### src/rtl/datard.sv
// Packet read-out engine: turns one read command into consecutive SRAM reads.
// The fixed read latency is absorbed in a credit-controlled FIFO that streams sop/eop-framed words.
module datard #(
    parameter int rd_data_width        = 64,
    parameter int rd_address_width     = 17,
    parameter int rd_des_width         = 4,
    parameter int rd_pack_length_width = 8,
    parameter int rd_latency           = 2,
    parameter int fifo_depth           = 4
) (
    input  logic                            clk,
    input  logic                            rst,
    input  logic                            cmd_valid,
    output logic                            cmd_ready,
    input  logic [rd_address_width-1:0]     cmd_address,
    input  logic [rd_pack_length_width-1:0] cmd_length,
    input  logic [rd_des_width-1:0]         cmd_des_port,
    output logic                            sram_rd_en,
    output logic [rd_address_width-1:0]     sram_rd_addr,
    input  logic [rd_data_width-1:0]        sram_rd_data,
    output logic                            out_valid,
    input  logic                            out_ready,
    output logic [rd_data_width-1:0]        out_data,
    output logic                            out_sop,
    output logic                            out_eop,
    output logic [rd_des_width-1:0]         out_des_port,
    output logic                            busy
);

    typedef enum logic [1:0] {IDLE, READ, DRAIN} state_t;

    typedef struct packed {
        logic valid;
        logic sop;
        logic eop;
    } tag_t;

    localparam int ptr_width = (fifo_depth > 1) ? $clog2(fifo_depth) : 1;
    localparam int cnt_width = $clog2(fifo_depth + 1);
    localparam int sum_width = $clog2(fifo_depth + rd_latency + 1);

    state_t                          state, next_state;
    logic [rd_address_width-1:0]     addr;
    logic [rd_pack_length_width-1:0] remaining;
    logic [rd_des_width-1:0]         des_port;
    logic                            sop_pending;

    tag_t                            pipe [rd_latency];
    logic [rd_data_width-1:0]        fifo_data [fifo_depth];
    logic                            fifo_sop  [fifo_depth];
    logic                            fifo_eop  [fifo_depth];
    logic [ptr_width-1:0]            wr_ptr, rd_ptr;
    logic [cnt_width-1:0]            fifo_count;

    logic [sum_width-1:0]            inflight;
    logic                            credit;
    logic                            accept;
    logic                            issue;
    logic                            last_issue;
    logic                            push;
    logic                            pop;

    function automatic logic [ptr_width-1:0] ptr_inc(input logic [ptr_width-1:0] p);
        return (p == ptr_width'(fifo_depth - 1)) ? '0 : p + 1'b1;
    endfunction

    // Credit uses registered counts only, so a pop in this cycle frees nothing until the next one.
    // NOTE: every variable assigned in always_comb gets a default first, so no path can infer a latch.
    always_comb begin
        inflight = '0;
        for (int i = 0; i < rd_latency; i++) begin
            inflight = inflight + sum_width'(pipe[i].valid);
        end
    end

    assign credit     = (sum_width'(fifo_count) + inflight) < sum_width'(fifo_depth);
    assign accept     = cmd_valid && cmd_ready;
    assign issue      = sram_rd_en;
    assign last_issue = issue && (remaining == rd_pack_length_width'(1));
    assign push       = pipe[rd_latency-1].valid;
    assign pop        = out_valid && out_ready;

    // NOTE: sequential state uses non-blocking assignments so every register samples pre-edge values.
    always_ff @(posedge clk or negedge rst) begin
        if (!rst) begin
            state <= IDLE;
        end else begin
            state <= next_state;
        end
    end

    always_comb begin
        next_state = state;
        case (state)
            IDLE:    if (cmd_valid && (cmd_length != '0)) next_state = READ;
            READ:    if (last_issue) next_state = DRAIN;
            DRAIN:   if (pop && out_eop) next_state = IDLE;
            default: next_state = IDLE;
        endcase
    end

    always_comb begin
        cmd_ready  = (state == IDLE);
        busy       = (state != IDLE);
        sram_rd_en = (state == READ) && credit;
    end

    // A zero-length command is latched like any other but never leaves IDLE.
    always_ff @(posedge clk or negedge rst) begin
        if (!rst) begin
            addr        <= '0;
            remaining   <= '0;
            des_port    <= '0;
            sop_pending <= 1'b0;
        end else if (accept) begin
            addr        <= cmd_address;
            remaining   <= cmd_length;
            des_port    <= cmd_des_port;
            sop_pending <= 1'b1;
        end else if (issue) begin
            addr        <= addr + 1'b1;
            remaining   <= remaining - 1'b1;
            sop_pending <= 1'b0;
        end
    end

    always_ff @(posedge clk or negedge rst) begin
        if (!rst) begin
            for (int i = 0; i < rd_latency; i++) pipe[i] <= '0;
        end else begin
            pipe[0] <= '{valid: issue, sop: issue && sop_pending, eop: last_issue};
            for (int i = 1; i < rd_latency; i++) pipe[i] <= pipe[i-1];
        end
    end

    // NOTE: FIFO storage has no reset; only pointers and count are cleared, and the head is masked while empty.
    always_ff @(posedge clk) begin
        if (push) begin
            fifo_data[wr_ptr] <= sram_rd_data;
            fifo_sop[wr_ptr]  <= pipe[rd_latency-1].sop;
            fifo_eop[wr_ptr]  <= pipe[rd_latency-1].eop;
        end
    end

    always_ff @(posedge clk or negedge rst) begin
        if (!rst) begin
            wr_ptr     <= '0;
            rd_ptr     <= '0;
            fifo_count <= '0;
        end else begin
            if (push) wr_ptr <= ptr_inc(wr_ptr);
            if (pop)  rd_ptr <= ptr_inc(rd_ptr);
            case ({push, pop})
                2'b10:   fifo_count <= fifo_count + 1'b1;
                2'b01:   fifo_count <= fifo_count - 1'b1;
                default: fifo_count <= fifo_count;
            endcase
        end
    end

    assign out_valid    = (fifo_count != '0);
    assign out_data     = out_valid ? fifo_data[rd_ptr] : '0;
    assign out_sop      = out_valid && fifo_sop[rd_ptr];
    assign out_eop      = out_valid && fifo_eop[rd_ptr];
    assign out_des_port = des_port;
    assign sram_rd_addr = addr;

endmodule
### config.mk
export PLATFORM = sky130hd
export DESIGN_NAME = datard
export DESIGN_NICKNAME = d
export VERILOG_FILES = /design/src/rtl/datard.sv
export SDC_FILE = /design/constraint.sdc
export NUM_CORES = 1
export LEC_CHECK = 0
export CORE_MARGIN = 1
export CORE_UTILIZATION = 50
export CTS_CLUSTER_DIAMETER = 120
export DETAILED_ROUTE_END_ITERATION = 6
export PLACE_DENSITY_LB_ADDON = 0.15
export SYNTH_ARGS = -nofsm -noshare
export SYNTH_HDL_FRONTEND = slang
export SYNTH_SLANG_ARGS = --single-unit
### constraint.sdc
create_clock -name clk -period 3.5 [get_ports clk]
set_input_delay 0.7 -clock clk [delete_from_list [all_inputs] [get_ports clk]]
set_output_delay 0.7 -clock clk [all_outputs]
set_load 0.05 [all_outputs]
# == Word-level counts from Yosys, hierarchy flattened ==
# Memories as Yosys holds them, arrays and structs flattened.
# Index checks and enable logic that the tools add are counted.
# totals
register_bits,45
ramBits,264
inputBits,97
n_memories,3
# memory_table
name,words,width,rd,rd_clocked_by_memory_dff,wr,line_no,text
fifo_data,4,64,1,0,1,49,logic [rd_data_width-1:0] fifo_data [fifo_depth];
fifo_eop,4,1,1,0,1,51,logic fifo_eop [fifo_depth];
fifo_sop,4,1,1,0,1,50,logic fifo_sop [fifo_depth];
# op_classes
addsub,8
order_cmp,1
eq_ne,10
muxes,16
reduce_logical,16
# op_table
op,count
64-bit 2-to-1 mux,1
17-bit 2-to-1 mux,2
"17-bit by 1-bit adder with 17-bit output, second input constant",1
8-bit 2-to-1 mux,2
2-bit 2-to-1 mux,5
1-bit logical AND,9
"2-bit == test, second input constant",4
"8-bit by 1-bit == test with 1-bit output, second input constant",1
8-bit nonzero test,1
"8-bit by 1-bit subtractor with 8-bit output, second input constant",1
2-bit one-hot mux with 3 select lines,1
3-bit one-hot mux with 2 select lines,1
2-bit nonzero test,3
"2-bit by 1-bit adder with 2-bit output, second input constant",2
"2-bit by 1-bit == test with 1-bit output, second input constant",2
1-bit 2-to-1 mux,4
"2-bit != test, second input constant",2
"3-bit by 1-bit adder with 3-bit output, second input constant",1
3-bit by 2-bit adder with 3-bit output,1
"3-bit < comparator, second input constant",1
3-bit AND reduction,1
3-bit nonzero test,1
"3-bit by 1-bit subtractor with 3-bit output, second input constant",1
1-bit by 1-bit adder with 2-bit output,1
other kinds (2),2

# == Longest topological paths before layout ==
# depth
word_depth,7
mapped_depth,9
depth_no_buf,9

# == Worst setup path before layout ==
# Ideal clock, no wire load.
# synth_path
path_kind,register to register
from,reg wr_ptr[0]
to,mem fifo_data[0][0] (enable)
setup_time_ps,431
arrival_time_ps,2170
required_time_ps,3069
path_slack_ps,899
path_stages_with_launch,4
n_path_buf,0
period_less_slack_ps,2601
path_cell_list,dfrtp_1 > inv_1 > ha_1 > and2_1
# synth_rtl
item,line_no,text
"start, declared",52,"logic [ptr_width-1:0] wr_ptr, rd_ptr;"
"start signal, assigned",151,if (push) wr_ptr <= ptr_inc(wr_ptr);
"end, declared",49,
# Straight into the memory's write port.

# == Worst setup path after layout ==
# layout_path
from,reg rd_ptr[1]
to,out out_data[19]
# layout_between
elab_chain_cells,2
# layout_lines
item,line_no,text
"start, declared",52,
"start signal, assigned",152,if (pop) rd_ptr <= ptr_inc(rd_ptr);
memory 4 x 64 bit,--,
64-bit 2-to-1 mux,162,assign out_data = out_valid ? fifo_data[rd_ptr] : '0;
"end, declared",23,"output logic [rd_data_width-1:0] out_data,"
# Every way passes these cells.

==> summary.md <==
| Metric | Value |
|---|---|
| Total detailed-routing wirelength | 23660 um |
| End of the worst register-to-register path | sram_rd_addr[16]$_DFFE_PN0P_ |
| Initial DRC count | 459 |
| CP bufs+invs | 2 |
| Total via count in the routed design | 6540 |
| Largest delay contributor family on the critical path | buffers and inverters |
| TritonCTS clock tree | yes |
| Outcome | finished, final reports clean |
| Number of hold-repair buffers added at the cts stage | 0 |
| Avg Synthesized Cell Area | 18.40 um^2 |
| Total Routing Usage GR | 19.26% |
| Seq cells post-synth | 309 |
| Crit-path max cell delay | 0.72 ns |
| Maximum VDD drop | 0.7001 mV |
| Cell at the root of the clock tree | clkbuf_16 |
| Gpl congestion | 0.8234 |
| Primary flip-flop cell chosen by synthesis mapping | edfxtp_1 |
| Worst rel slew slack | 30.76% |
| Initial antenna violation count | 0 |
| Most common cell after layout, fill and taps aside | edfxtp_1 |
| Max Clock Skew | 0.006035 ns |
| Final-stage net count | 974 |
| Count of boundary I/O pins | 188 |
| DRC violation count after routing | 0 |
| Worst setup EP type | primary output |
| Number of slew-limit violations in the final report | 0 |
| Detail Route met3 WL | 1360 um |
| Sequential cell area fraction in the yosys report | 73.68% |
| GRT Residual Overflow | 0 |
| Final clock period utilization by the worst path | 97.37% |
| Required time reported for the critical path endpoint | 2.80 ns |
| CP arrival | 2.71 ns |
| Die boundary width | 158.8 um |
| Met1 Routed Length | 9769 um |
| Instance count after placement with tap cells included | 1157 |
| Final standard cell count with taps included and fillers excluded | 1214 |
| Via density per instance | 5.387 |
| Most frequent cells in the layout | edfxtp_1, clkdlybuf4s50_1, and2_1 |
| Buffers on Ports | 187 |
| Starting utilization of the core area | 50.83% |
| Register cell area after layout | 9061 um^2 |
| Worst setup path class | reg2out |
| Ratio of cells with drive above 1 in the final layout | 15.96% |
| Htree depth | 1 |
| Antenna-violating nets left | 0 |
| Vert. Die Dim | 158.8 um |
| PwrDens | 1036 nW/um^2 |
| Area of the multi-input gates | 3040 um^2 |
| Setup total negative slack | 0 ns |
| Fill cells | 1691 |
| Cell depth of the worst flop-to-flop path | 7 |
| Final Setup Violations | 0 |
| Deepest clock path buffer count | 3 |
| Top achievable clock speed | 293.4 MHz |
| Global-route wire length before repair | 37980 um |
| Synth Cell Area | 12290 um^2 |
| Crit path time final | 3.408 ns |
| Number of buffers inserted by post-CTS setup repair | 0 |
| Post-synthesis net count | 776 |
| Ys async rst share | 14.56% |
| Cell row count | 57 |
| Top layer in use | met4 |
| Layout-stage area growth over the synthesis result | 26.09% |
| Max capacitance violation total | 0 |
| Post-detail-place hpwl | 14390 um |
| Path category of the worst min-delay check | in2async |
| Clock network latency to the later pin of the worst-skew pair | 0.54 ns |
| Peak fanout along the critical path | 27 |
| Cells along the critical path | buf_12 > mux4_2 > and2_1 > clkdlybuf4s50_1 |
| Yosys Warn Count | 0 |
| RSZ-0062 raised after global routing | no |
| Reg2reg start | fifo_count[0]$_DFFE_PN0P_ |
| Number of enable-type register cells in the synthesized netlist | 264 |
| Clock-pin slew reported for the worst setup and hold paths after clock tree synthesis | 0.06 ns |
| Resize count post-CTS | 41 |
| Count of endpoints failing hold in the final timing report | 0 |
| Post-synthesis cell count | 668 |
| Register-to-register setup slack | 0.97 ns |
| First drt pass iteration count | 4 |
| Wire length per cell | 19.49 um |
| Type of origin of the critical path | register |
| Full die area | 25210 um^2 |
| Tightest Pin Transition | 1.039 ns |
| Antenna cell count | 0 |
| Cts bufs inserted | 31 |
| CTS Sinks | 309 |
| Metal2 WL | 12180 um |
| Number of distinct standard cells referenced by the synthesized netlist | 49 |
| Maximum number of pins on one net before global-route repair | 67 |
| Via count of the first global-routing pass | 7135 |
| Static leakage | 5.550 nW |
| Cell with the largest stage delay on the worst path | clkdlybuf4s50_1 |
| Area of the core | 24180 um^2 |
-- through the flow --
stage / area [um^2] / hold WS [ns] / worst slack [ns] / utilization, % / power [mW]
global route: 15490 / 0.3577 / 0.0008016 / 64.08 / 16.83
global placement: 14560 / 0.3322 / 0.4418 / 60.21 / 13.38
floorplan: 12290 / 0.3312 / 0.8994 / - / 10.98
finish: 15490 / 0.3388 / 0.09194 / 64.08 / 16.06
detailed placement: 14560 / 0.3364 / 0.4331 / 60.21 / 13.54
CTS: 15450 / 0.3554 / 0.00001199 / 63.89 / 16.29
-- cells in the mapped netlist, drive strengths merged (2+ instances only) --
master  count  area, um^2
buf        16       83.82
inv        13       48.80
dfrtp      45        1126
mux4       66        1486
o22ai       4       25.02
nand4       8       50.05
a311oi      2       17.52
nand2b      4       25.02
nor3b       2       15.01
edfxtp    264        7928
nand3       7       35.03
and2       75       469.2
a31oi       3       18.77
nor2       14       52.55
or3         3       18.77
a21o        3       22.52
a211oi      2       20.02
nor3        5       25.02
nor4        3       18.77
a221oi      3       50.05
o21ai      18       90.08
ha         10       125.1
clkbuf     19       72.56
xor2       11       96.34
nand2      42       157.7
a21oi       3       15.01
nor2b       4       25.02
and3        5       31.28
-- flip-flops by register name, summed over array words and instances (netlist names) --
signal and count:
fifo_data 256, sram_rd_addr 17, remaining 8, pipe 5, fifo_eop 4, fifo_sop 4, out_des_port 4, fifo_count 3
rd_ptr 2, state 2, wr_ptr 2, push 1, sop_pending 1
-- worst max path at each step --
stage,to,cells after the start,slack (ns),from
CTS,out_data[16],4,0.00001,rd_ptr[0]$_DFFE_PN0P_
global placement,out_data[30],4,0.44,rd_ptr[1]$_DFFE_PN0P_
finish,out_data[19],4,0.09,rd_ptr[1]$_DFFE_PN0P_
detailed placement,out_data[34],4,0.43,rd_ptr[1]$_DFFE_PN0P_
floorplan,fifo_data[0][0]$_DFFE_PP_,3,0.90,wr_ptr[0]$_DFFE_PN0P_
global route,out_data[19],4,0.0008,rd_ptr[1]$_DFFE_PN0P_
-- where the power goes --
part | internal (mW) | leakage (nW) | switching, mW
sequential | 5.16 | 2.94 | 0.478
clock | 1.71 | 0.456 | 1.29
combinational | 2.67 | 2.15 | 4.74
total | 9.55 | 5.55 | 6.51
-- kinds of logic (layout without fill, tap and decap cells) --
group | Yosys count | after routing | share of synthesized area (%)
xor+xnor | 12 | 12 | 0.8553
flops | 309 | 309 | 73.68
mux | 68 | 68 | 12.27
compound gates | 45 | 45 | 2.617
fa+ha+maj | 11 | 11 | 1.181
buf+inv | 48 | 270 | 1.670
simple gates | 175 | 175 | 7.728
-- area by class of cell --
class	count	share of cell area, %
Clock inverter	19	0.7995
Timing Repair Buffer	200	12.92
Sequential cell	309	58.48
Tap cell	324	2.616
Multi-Input combinational cell	311	19.62
Inverter	13	0.3149
Clock buffer	38	5.241
-- routing by layer --
metal,track usage [%],vias up
li1,-,3003
met1,24.26,3316
met2,34.45,189
met3,3.631,32
met4,4.413,0
met5,0,-
(Power assumes the default switching activity.)
